===== config.mk =====
export PLATFORM = sky130hd
export DESIGN_NAME = pipe_exe_stage
export DESIGN_NICKNAME = d
export VERILOG_FILES = /design/src/rtl/pipe_exe_stage.sv
export SDC_FILE = /design/constraint.sdc
export NUM_CORES = 1
export LEC_CHECK = 0
export CELL_PAD_IN_SITES_DETAIL_PLACEMENT = 0
export CELL_PAD_IN_SITES_GLOBAL_PLACEMENT = 1
export CORE_ASPECT_RATIO = 1.1
export CORE_MARGIN = 2
export CORE_UTILIZATION = 43
export CTS_BUF_LIST = sky130_fd_sc_hd__clkbuf_4
export CTS_CLUSTER_DIAMETER = 30
export DETAILED_ROUTE_END_ITERATION = 16
export HOLD_SLACK_MARGIN = 0.12
export PLACE_DENSITY = 0.84
export SYNTH_ARGS = -nofsm -noshare
export SYNTH_HDL_FRONTEND = slang
export SYNTH_SLANG_ARGS = --single-unit

===== constraint.sdc =====
create_clock -name clk -period 6.6 [get_ports clk]
set_input_delay 1.65 -clock clk [delete_from_list [all_inputs] [get_ports clk]]
set_output_delay 1.65 -clock clk [all_outputs]
set_load 0.01 [all_outputs]

===== src/rtl/pipe_exe_stage.sv =====
// Execute stage: ID/EXE register, operand forwarding, ALU, iterative multiplier, EXE/MEM register.
// One cycle per op, MUL_CYCLES for mul; ex_stall freezes IF/ID and ID/EXE while EXE/MEM drains bubbles.
module pipe_exe_stage #(
  parameter int MUL_CYCLES = 32
) (
  input  logic        clk,
  input  logic        rst,
  input  logic [31:0] d_pc4,
  input  logic [31:0] d_a,
  input  logic [31:0] d_b,
  input  logic [31:0] d_imm,
  input  logic [4:0]  d_rn,
  input  logic [4:0]  d_aluc,
  input  logic        d_wreg,
  input  logic        d_m2reg,
  input  logic        d_wmem,
  input  logic        d_aluimm,
  input  logic        d_shift,
  input  logic        d_jal,
  input  logic [1:0]  d_adepen,
  input  logic [1:0]  d_bdepen,
  input  logic        d_btaken,
  input  logic        ld_stall,
  input  logic [31:0] wb_data,
  output logic [4:0]  EXE_rd,
  output logic        EXE_wreg,
  output logic        EXE_SLD,
  output logic [4:0]  MEM_rd,
  output logic        MEM_wreg,
  output logic        eBTAKEN,
  output logic        ex_stall,
  output logic        m_wreg,
  output logic        m_m2reg,
  output logic        m_wmem,
  output logic [4:0]  m_rn,
  output logic [31:0] m_alu,
  output logic [31:0] m_b
);

  localparam int CW = $clog2(MUL_CYCLES);

  localparam logic [4:0] ALU_ADD = 5'b00000;
  localparam logic [4:0] ALU_SUB = 5'b00001;
  localparam logic [4:0] ALU_AND = 5'b00010;
  localparam logic [4:0] ALU_OR  = 5'b00011;
  localparam logic [4:0] ALU_XOR = 5'b00100;
  localparam logic [4:0] ALU_LUI = 5'b00101;
  localparam logic [4:0] ALU_SLL = 5'b00110;
  localparam logic [4:0] ALU_SRL = 5'b00111;
  localparam logic [4:0] ALU_SRA = 5'b01000;
  localparam logic [4:0] ALU_SLT = 5'b01001;
  localparam logic [4:0] ALU_MUL = 5'b01010;

  typedef struct packed {
    logic [31:0] pc4;
    logic [31:0] a;
    logic [31:0] b;
    logic [31:0] imm;
    logic [4:0]  rn;
    logic [4:0]  aluc;
    logic        wreg;
    logic        m2reg;
    logic        wmem;
    logic        aluimm;
    logic        shift;
    logic        jal;
    logic        btaken;
    logic [1:0]  adepen;
    logic [1:0]  bdepen;
  } idex_t;

  typedef enum logic {
    MUL_IDLE,
    MUL_BUSY
  } mul_state_t;

  idex_t       e;
  idex_t       idex_nxt;
  mul_state_t  mul_state;
  mul_state_t  mul_state_nxt;
  logic [CW-1:0] mul_cnt;
  logic [31:0] mul_acc;
  logic [31:0] mul_a;
  logic [31:0] mul_b;

  logic [31:0] fwd_a;
  logic [31:0] fwd_b;
  logic [31:0] alu_a;
  logic [31:0] alu_b;
  logic [31:0] alu_out;
  logic [31:0] result;
  logic [31:0] step_acc;
  logic [31:0] step_a;
  logic [31:0] step_b;
  logic [31:0] mul_sum;
  logic        is_mul;
  logic        mul_last;

  // ID/EXE input; a load-use bubble keeps the data but kills every side effect.
  always_comb begin
    idex_nxt        = '0;
    idex_nxt.pc4    = d_pc4;
    idex_nxt.a      = d_a;
    idex_nxt.b      = d_b;
    idex_nxt.imm    = d_imm;
    idex_nxt.rn     = d_rn;
    idex_nxt.aluimm = d_aluimm;
    idex_nxt.shift  = d_shift;
    idex_nxt.jal    = d_jal;
    idex_nxt.adepen = d_adepen;
    idex_nxt.bdepen = d_bdepen;
    if (!ld_stall) begin
      idex_nxt.aluc   = d_aluc;
      idex_nxt.wreg   = d_wreg;
      idex_nxt.m2reg  = d_m2reg;
      idex_nxt.wmem   = d_wmem;
      idex_nxt.btaken = d_btaken;
    end
  end

  always_ff @(posedge clk) begin
    if (rst) begin
      e <= '0;
    end else if (!ex_stall) begin
      e <= idex_nxt;
    end
  end

  always_comb begin
    case (e.adepen)
      2'b01:   fwd_a = m_alu;
      2'b10:   fwd_a = wb_data;
      default: fwd_a = e.a;
    endcase
    case (e.bdepen)
      2'b01:   fwd_b = m_alu;
      2'b10:   fwd_b = wb_data;
      default: fwd_b = e.b;
    endcase
  end

  assign alu_a = e.shift  ? {27'b0, e.imm[4:0]} : fwd_a;
  assign alu_b = e.aluimm ? e.imm : fwd_b;

  // The capture cycle already retires multiplier bit 0 from the live operands,
  // so the last of MUL_CYCLES steps completes combinationally in the final cycle.
  assign is_mul   = (e.aluc == ALU_MUL) && !e.jal;
  assign mul_last = (mul_state == MUL_BUSY) && (mul_cnt == CW'(MUL_CYCLES - 1));
  assign ex_stall = is_mul && !mul_last;

  always_comb begin
    step_acc = mul_acc;
    step_a   = mul_a;
    step_b   = mul_b;
    if (mul_state == MUL_IDLE) begin
      step_acc = '0;
      step_a   = alu_a;
      step_b   = alu_b;
    end
    mul_sum = step_acc + (step_b[0] ? step_a : 32'd0);
  end

  always_comb begin
    mul_state_nxt = mul_state;
    case (mul_state)
      MUL_IDLE: if (is_mul)   mul_state_nxt = MUL_BUSY;
      MUL_BUSY: if (mul_last) mul_state_nxt = MUL_IDLE;
      default:                mul_state_nxt = MUL_IDLE;
    endcase
  end

  always_ff @(posedge clk) begin
    if (rst) begin
      mul_state <= MUL_IDLE;
      mul_cnt   <= '0;
      mul_acc   <= '0;
      mul_a     <= '0;
      mul_b     <= '0;
    end else begin
      mul_state <= mul_state_nxt;
      if (mul_state == MUL_BUSY || is_mul) begin
        mul_acc <= mul_sum;
        mul_a   <= step_a << 1;
        mul_b   <= step_b >> 1;
        mul_cnt <= mul_last ? '0 : mul_cnt + CW'(1);
      end
    end
  end

  always_comb begin
    case (e.aluc)
      ALU_ADD: alu_out = alu_a + alu_b;
      ALU_SUB: alu_out = alu_a - alu_b;
      ALU_AND: alu_out = alu_a & alu_b;
      ALU_OR:  alu_out = alu_a | alu_b;
      ALU_XOR: alu_out = alu_a ^ alu_b;
      ALU_LUI: alu_out = {alu_b[15:0], 16'h0000};
      ALU_SLL: alu_out = alu_b << alu_a[4:0];
      ALU_SRL: alu_out = alu_b >> alu_a[4:0];
      ALU_SRA: alu_out = $signed(alu_b) >>> alu_a[4:0];
      ALU_SLT: alu_out = {31'b0, $signed(alu_a) < $signed(alu_b)};
      ALU_MUL: alu_out = mul_sum;
      default: alu_out = '0;
    endcase
  end

  assign result = e.jal ? e.pc4 + 32'd4 : alu_out;

  always_ff @(posedge clk) begin
    if (rst) begin
      m_wreg  <= 1'b0;
      m_m2reg <= 1'b0;
      m_wmem  <= 1'b0;
      m_rn    <= '0;
      m_alu   <= '0;
      m_b     <= '0;
    end else begin
      m_wreg  <= e.wreg  & ~ex_stall;
      m_m2reg <= e.m2reg & ~ex_stall;
      m_wmem  <= e.wmem  & ~ex_stall;
      m_rn    <= e.rn;
      m_alu   <= result;
      m_b     <= fwd_b;
    end
  end

  assign EXE_rd   = e.rn;
  assign EXE_wreg = e.wreg;
  assign EXE_SLD  = e.wreg & e.m2reg;
  assign MEM_rd   = m_rn;
  assign MEM_wreg = m_wreg;
  assign eBTAKEN  = e.btaken;

endmodule


== Word-level counts from Yosys, hierarchy flattened ==
Index checks and enable logic that the tools add are counted.

* Bits in registers: 321
* Logic and storage cells: 82

* Add/sub/neg operators: 5
* Order comparisons: 1
* Equal/unequal tests: 15
* Shifts and indexed selects: 3
* Mux-type cells: 16
* Bitwise operators: 9
* Reductions and logical operators: 7

{| class="wikitable"
|+ Operators by type and width
! cell !! count
|-
| 32-bit case mux with 11 select lines || 1
|-
| 32-bit 2-to-1 mux || 7
|-
| 32-bit case mux with 2 select lines || 2
|-
| 32-bit adder || 2
|-
| 32-bit by 3-bit adder with 32-bit output (second input constant) || 1
|-
| 32-bit bitwise AND || 1
|-
| 32-bit < comparator || 1
|-
| 32-bit bitwise OR || 1
|-
| 32-bit by 5-bit left shift with 32-bit output || 1
|-
| 32-bit by 5-bit right shift with 32-bit output || 1
|-
| 32-bit by 5-bit >>> shifter with 32-bit output || 1
|-
| 32-bit subtractor || 1
|-
| 32-bit bitwise XOR || 1
|-
| 5-bit by 3-bit == test with 1-bit output (second input constant) || 4
|-
| 5-bit by 4-bit == test with 1-bit output (second input constant) || 3
|-
| 5-bit by 2-bit == test with 1-bit output (second input constant) || 2
|-
| 8-bit 2-to-1 mux || 1
|-
| 5-bit by 1-bit adder with 5-bit output (second input constant) || 1
|-
| 5-bit by 1-bit == test with 1-bit output (second input constant) || 1
|-
| 5-bit == test (second input constant) || 1
|-
| 5-bit zero test || 1
|-
| 5-bit 2-to-1 mux || 1
|-
| 1-bit bitwise AND || 4
|-
| 2-bit by 1-bit == test with 1-bit output (second input constant) || 2
|-
| 7 further kinds || 14
|}

== Depth between registers and ports, before layout ==
* Word-level depth: 8
* Depth in mapped cells: 23

== Least setup slack after synthesis ==
OpenSTA, ideal clock, no wires.

* Path kind: input to register
* From: input wb_data[0]
* To: register m_alu[27]
* Library setup time: 0.137 ns
* Data arrival time: 5.481 ns
* Data required time: 6.463 ns
* Setup slack: 0.982 ns
* Stages on the path: 18
* Cells stage by stage: a221oi_1 o31a_1 inv_1 mux2i_1 clkbuf_1 buf_1 nor2_1 ha_1 and2_1 clkbuf_1 nand4_1 or3_1 o31a_1 a21oi_2 a31oi_1 xnor2_1 a221oi_2 a221oi_2

* Word-level cells in the longest chain between the ends: 7
* Elaborated cells between the ends (all ways): 15

{| class="wikitable"
|+ Ends and longest elaborated chain
! element !! RTL line !! text
|-
| from (decl) || 24 || <nowiki>input logic [31:0] wb_data,</nowiki>
|-
| 32-bit case mux with 2 select lines (on tied branches) || 130, 135 ||
|-
| 32-bit 2-to-1 mux (on tied branches) || 142, 143 ||
|-
| 32-bit 2-to-1 mux || 155 || <nowiki>if (mul_state == MUL_IDLE) begin</nowiki>
|-
| 32-bit 2-to-1 mux || 160 || <nowiki>mul_sum = step_acc + (step_b[0] ? step_a : 32'd0);</nowiki>
|-
| 32-bit adder || 160 ||
|-
| 32-bit case mux with 11 select lines * || 191 || <nowiki>case (e.aluc)</nowiki>
|-
| 32-bit 2-to-1 mux * || 207 || <nowiki>assign result = e.jal ? e.pc4 + 32'd4 : alu_out;</nowiki>
|-
| to (signal assigned) || 222 || <nowiki>m_alu <= result;</nowiki>
|-
| to (decl) || 36 || <nowiki>output logic [31:0] m_alu,</nowiki>
|}

Mark *: on every way between the ends. The rest lies on a longest branch, timed or not.
A chain may end at the register's enable or synchronous reset.

== Worst setup path after layout ==
* From: register e[0] (netlist name)
* To: register m_alu[30]

* Word-level cells in the longest chain between the ends: 8
* Elaborated cells between the ends (all ways): 17

{| class="wikitable"
|+ Ends and longest elaborated chain
! element !! RTL line !! text
|-
| from (decl) || 77 || <nowiki>idex_t e;</nowiki>
|-
| from (signal assigned) || 125 || <nowiki>e <= idex_nxt;</nowiki>
|-
| 2-bit == test or 2-bit by 1-bit == test with 1-bit output (tied branches) || 135 || <nowiki>case (e.bdepen)</nowiki>
|-
| 32-bit case mux with 2 select lines * || 135 ||
|-
| 32-bit 2-to-1 mux * || 143 || <nowiki>assign alu_b = e.aluimm ? e.imm : fwd_b;</nowiki>
|-
| 32-bit 2-to-1 mux || 155 ||
|-
| 32-bit 2-to-1 mux || 160 ||
|-
| 32-bit adder || 160 ||
|-
| 32-bit case mux with 11 select lines * || 191 ||
|-
| 32-bit 2-to-1 mux * || 207 ||
|}

Marks and branches as above.

==> flow_summary.ini <==
[status]
outcome = finished, final reports clean

[route]
vias = 28810
wl_per_cell_um = 28.28
first_iter_violations = 2839
drc_errors = 0
firstDrtPassIters = 9
ant_nets = 0
postRouteWirelength_um = 130700
viasPerCell = 6.235

[synthesis]
ys_ff_latch = 321
ys_types = 89
synth_nets = 3851
netlist_area_mm2 = 0.02494
ys.flop_type = dfxtp_1
synth_seq_area_share_pct = 25.77
ys_warn_count = 0
synth_area_per_cell_um2 = 7.074
synthArstFlopShare_pct = 0
netlist_instances = 3526
synth_edf_count = 0

[setup_path]
cp-start-kind = flip-flop
worstPathArrival_ns = 6.48
worstPathRequired_ns = 7.41
crit_chain = inv_1 -> ha_2 -> nor2_2 -> buf_4 -> a221o_1 -> ha_1 -> inv_1 -> and3_1 -> and3_1 -> nand3_1 -> nor3_1 -> nor4_1 -> nor3_1 -> a221oi_1 -> xnor2_1 -> a221o_1
cp_slowest_stage_delay_ns = 0.53
critPathMaxFanout = 22
r2r_slack_ns = 0.92
criticalPathCategory = flip-flop to flip-flop
slowest_stage = nor2_2
critPathBufInv = 3
end_kind = flip-flop
crit_path_start = e[0]
reg2reg_from = e[0]
critPathTopFamily = simple AND/OR/NAND/NOR gates

[placement]
dp_slack_ns = 0.1356
dp_hpwl_um = 100200
io_buffers = 270
gp_congestion = 1.073
dpl.cell_count = 4441
placed_area_mm2 = 0.02883

[sta]
drv_slew = 0
timing.final.crit_share_pct = 86.00
finalWorstSetupSlack_ns = 0.9238
rsz0062_at_grt = false
final.setup.tns_ns = 0
worstMarginPinSlew_ns = 1.065
skew_ns = 0.08015
hold_viol = 0
period_needed_ns = 5.676
max_freq_ghz = 0.1762
setup_viol_count_final = 0
max_slew_margin_pct = 28.71

[finish]
nets = 4115
design_area_mm2 = 0.03017
multi_input_area_mm2 = 0.01676
final_common_cell = nand2_1
syn_to_final_growth_pct = 20.96
seq_area_mm2 = 0.006431
nFillCells = 5830
drive_gt1_share_pct = 10.77
final_cell_mix = nand2_1 (554), a21oi_1 (463), nor2_1 (433)
stdcell_count = 4620

[global_route]
antenna_found_initial = 6
top_usage_layer = met2
grt_start_max_net_pins = 145
gr-total-overflow = 0
grt_pass1_wl_um = 184600
grt_use_total_pct = 42.21
met3_usage_pct = 9.575
grt_pass1_vias = 26910
met1_usage_pct = 52.26
grt.met2_usage_pct = 64.65

[floorplan]
fp.dieW_um = 233.6
die_y_um = 256.6
fp.coreArea_mm2 = 0.05733
start_util_pct = 43.51
rows = 92
io_pins = 271
dieArea_mm2 = 0.05995

[clocking]
clkSinkCount = 321
cts-root-buf = clkbuf_4
holdBufCountCts = 0
cts_setup_buffers = 0
clockBufferDepth = 3
clk_pin_slew_worst_paths_ns = 0.07
cts_resized = 0
clock_latency_ns = 0.93
cts_tree = built
htree_levels = 3
numCtsBuffers = 99

[power]
p_leak_nw = 12.61
ir_worst_vdd_v = 0.0001395
total_power_mw = 7.500
p_per_area_mw_per_mm2 = 248.6

[min_path]
hp-class = flip-flop to flip-flop
min_from = mul_acc[4]

[job]
drv_cap = 0
## through the flow
stage          hold WS, ns  utilization (%)
2_1_floorplan       0.4249                -
3_3_place_gp        0.4336            50.29
3_5_place_dp        0.4388            50.29
4_1_cts             0.4467            52.61
5_1_grt             0.4659            52.62
6_report            0.4445            52.63
## final timing paths
check / cells past startpoint / end
setup / recovery: 16 / m_alu[30]
hold / removal: 2 / mul_acc[4]
setup reg to reg: 16 / m_alu[30]
hold reg to reg: 2 / mul_acc[4]
## routing by layer
layer  share of wire (%)  up-vias
met3                  11      426
met2                  43     1767
li1                    -    13040
met1                  39    13580
met4                 7.6        2
met5              0.0077        -
## logic make-up (layout without fill, tap and decap cells)
family | Yosys count | count (layout) | share of synthesized area, %
AO/OA/AOI/OAI | 1101 | 1101 | 28.94
XOR/XNOR | 80 | 80 | 2.809
adder cells (fa/ha/maj) | 141 | 141 | 7.164
buffers and inverters | 445 | 783 | 7.344
flip-flops | 321 | 321 | 25.77
multiplexers | 122 | 122 | 4.971
other | 0 | 4 | 0
AND/OR/NAND/NOR | 1316 | 1316 | 23.01
## power by group
group / leakage, nW / switching [mW] / internal (mW)
logic: 9.19 / 2.07 / 1.13
clock network: 0.780 / 0.999 / 1.13
registers: 2.64 / 0.129 / 2.04
total: 12.6 / 3.19 / 4.31
## cells in the mapped netlist (16+ instances only)
cell,number,area share (%)
o21ai_0,111,2.2
nand2_1,555,8.4
nor3b_1,35,1.1
xor2_1,20,0.70
buf_4,22,0.66
nand2b_1,25,0.63
nand3_1,50,1.0
o211ai_1,35,1.1
nor2_1,437,6.6
inv_1,156,2.3
a211o_1,32,1.1
a211oi_1,80,2.4
dfxtp_1,321,26
a221oi_2,17,1.0
a21oi_1,463,9.3
a21o_1,28,0.84
mux2i_1,107,4.3
xnor2_1,60,2.1
nand4_1,18,0.45
buf_2,43,0.86
a221o_1,16,0.64
a22oi_1,49,1.5
nor3_1,45,0.90
clkbuf_1,180,2.7
o21a_1,18,0.54
a221oi_1,69,2.4
and3_1,20,0.50
nor2b_1,27,0.68
ha_1,138,6.9
buf_1,33,0.50
and2_1,47,1.2
o22ai_1,29,0.73
a31oi_1,25,0.63
## worst reg2reg max path, stage by stage (launching register included)
cell      delay [ns]
dfxtp_1         0.38
inv_1           0.06
ha_2            0.43
nor2_2          0.54
buf_4           0.44
a221o_1         0.54
ha_1            0.45
inv_1           0.19
and3_1          0.26
and3_1          0.22
nand3_1         0.33
nor3_1          0.53
nor4_1          0.15
nor3_1          0.38
a221oi_1        0.16
xnor2_1         0.18
a221o_1         0.33
## flip-flops by register name, indices dropped and copies added, names as in the netlist
register,cells
e,142
m_alu,32
m_b,32
mul_acc,32
mul_a,31
mul_b,31
EXE_rd,5
MEM_rd,5
mul_cnt,5
EXE_wreg,1
MEM_wreg,1
eBTAKEN,1
m_m2reg,1
m_wmem,1
mul_state,1
## layout make-up
class / count / area share [%]
multi-input combinational: 2760 / 55.56
sequential: 321 / 21.32
timing repair buffer: 444 / 13.51
clock buffer: 131 / 3.260
tap: 752 / 3.119
inverter: 164 / 2.057
clock inverter: 44 / 1.145
antenna: 4 / 0.03318
No activity file was read; power rests on OpenSTA's default activity.
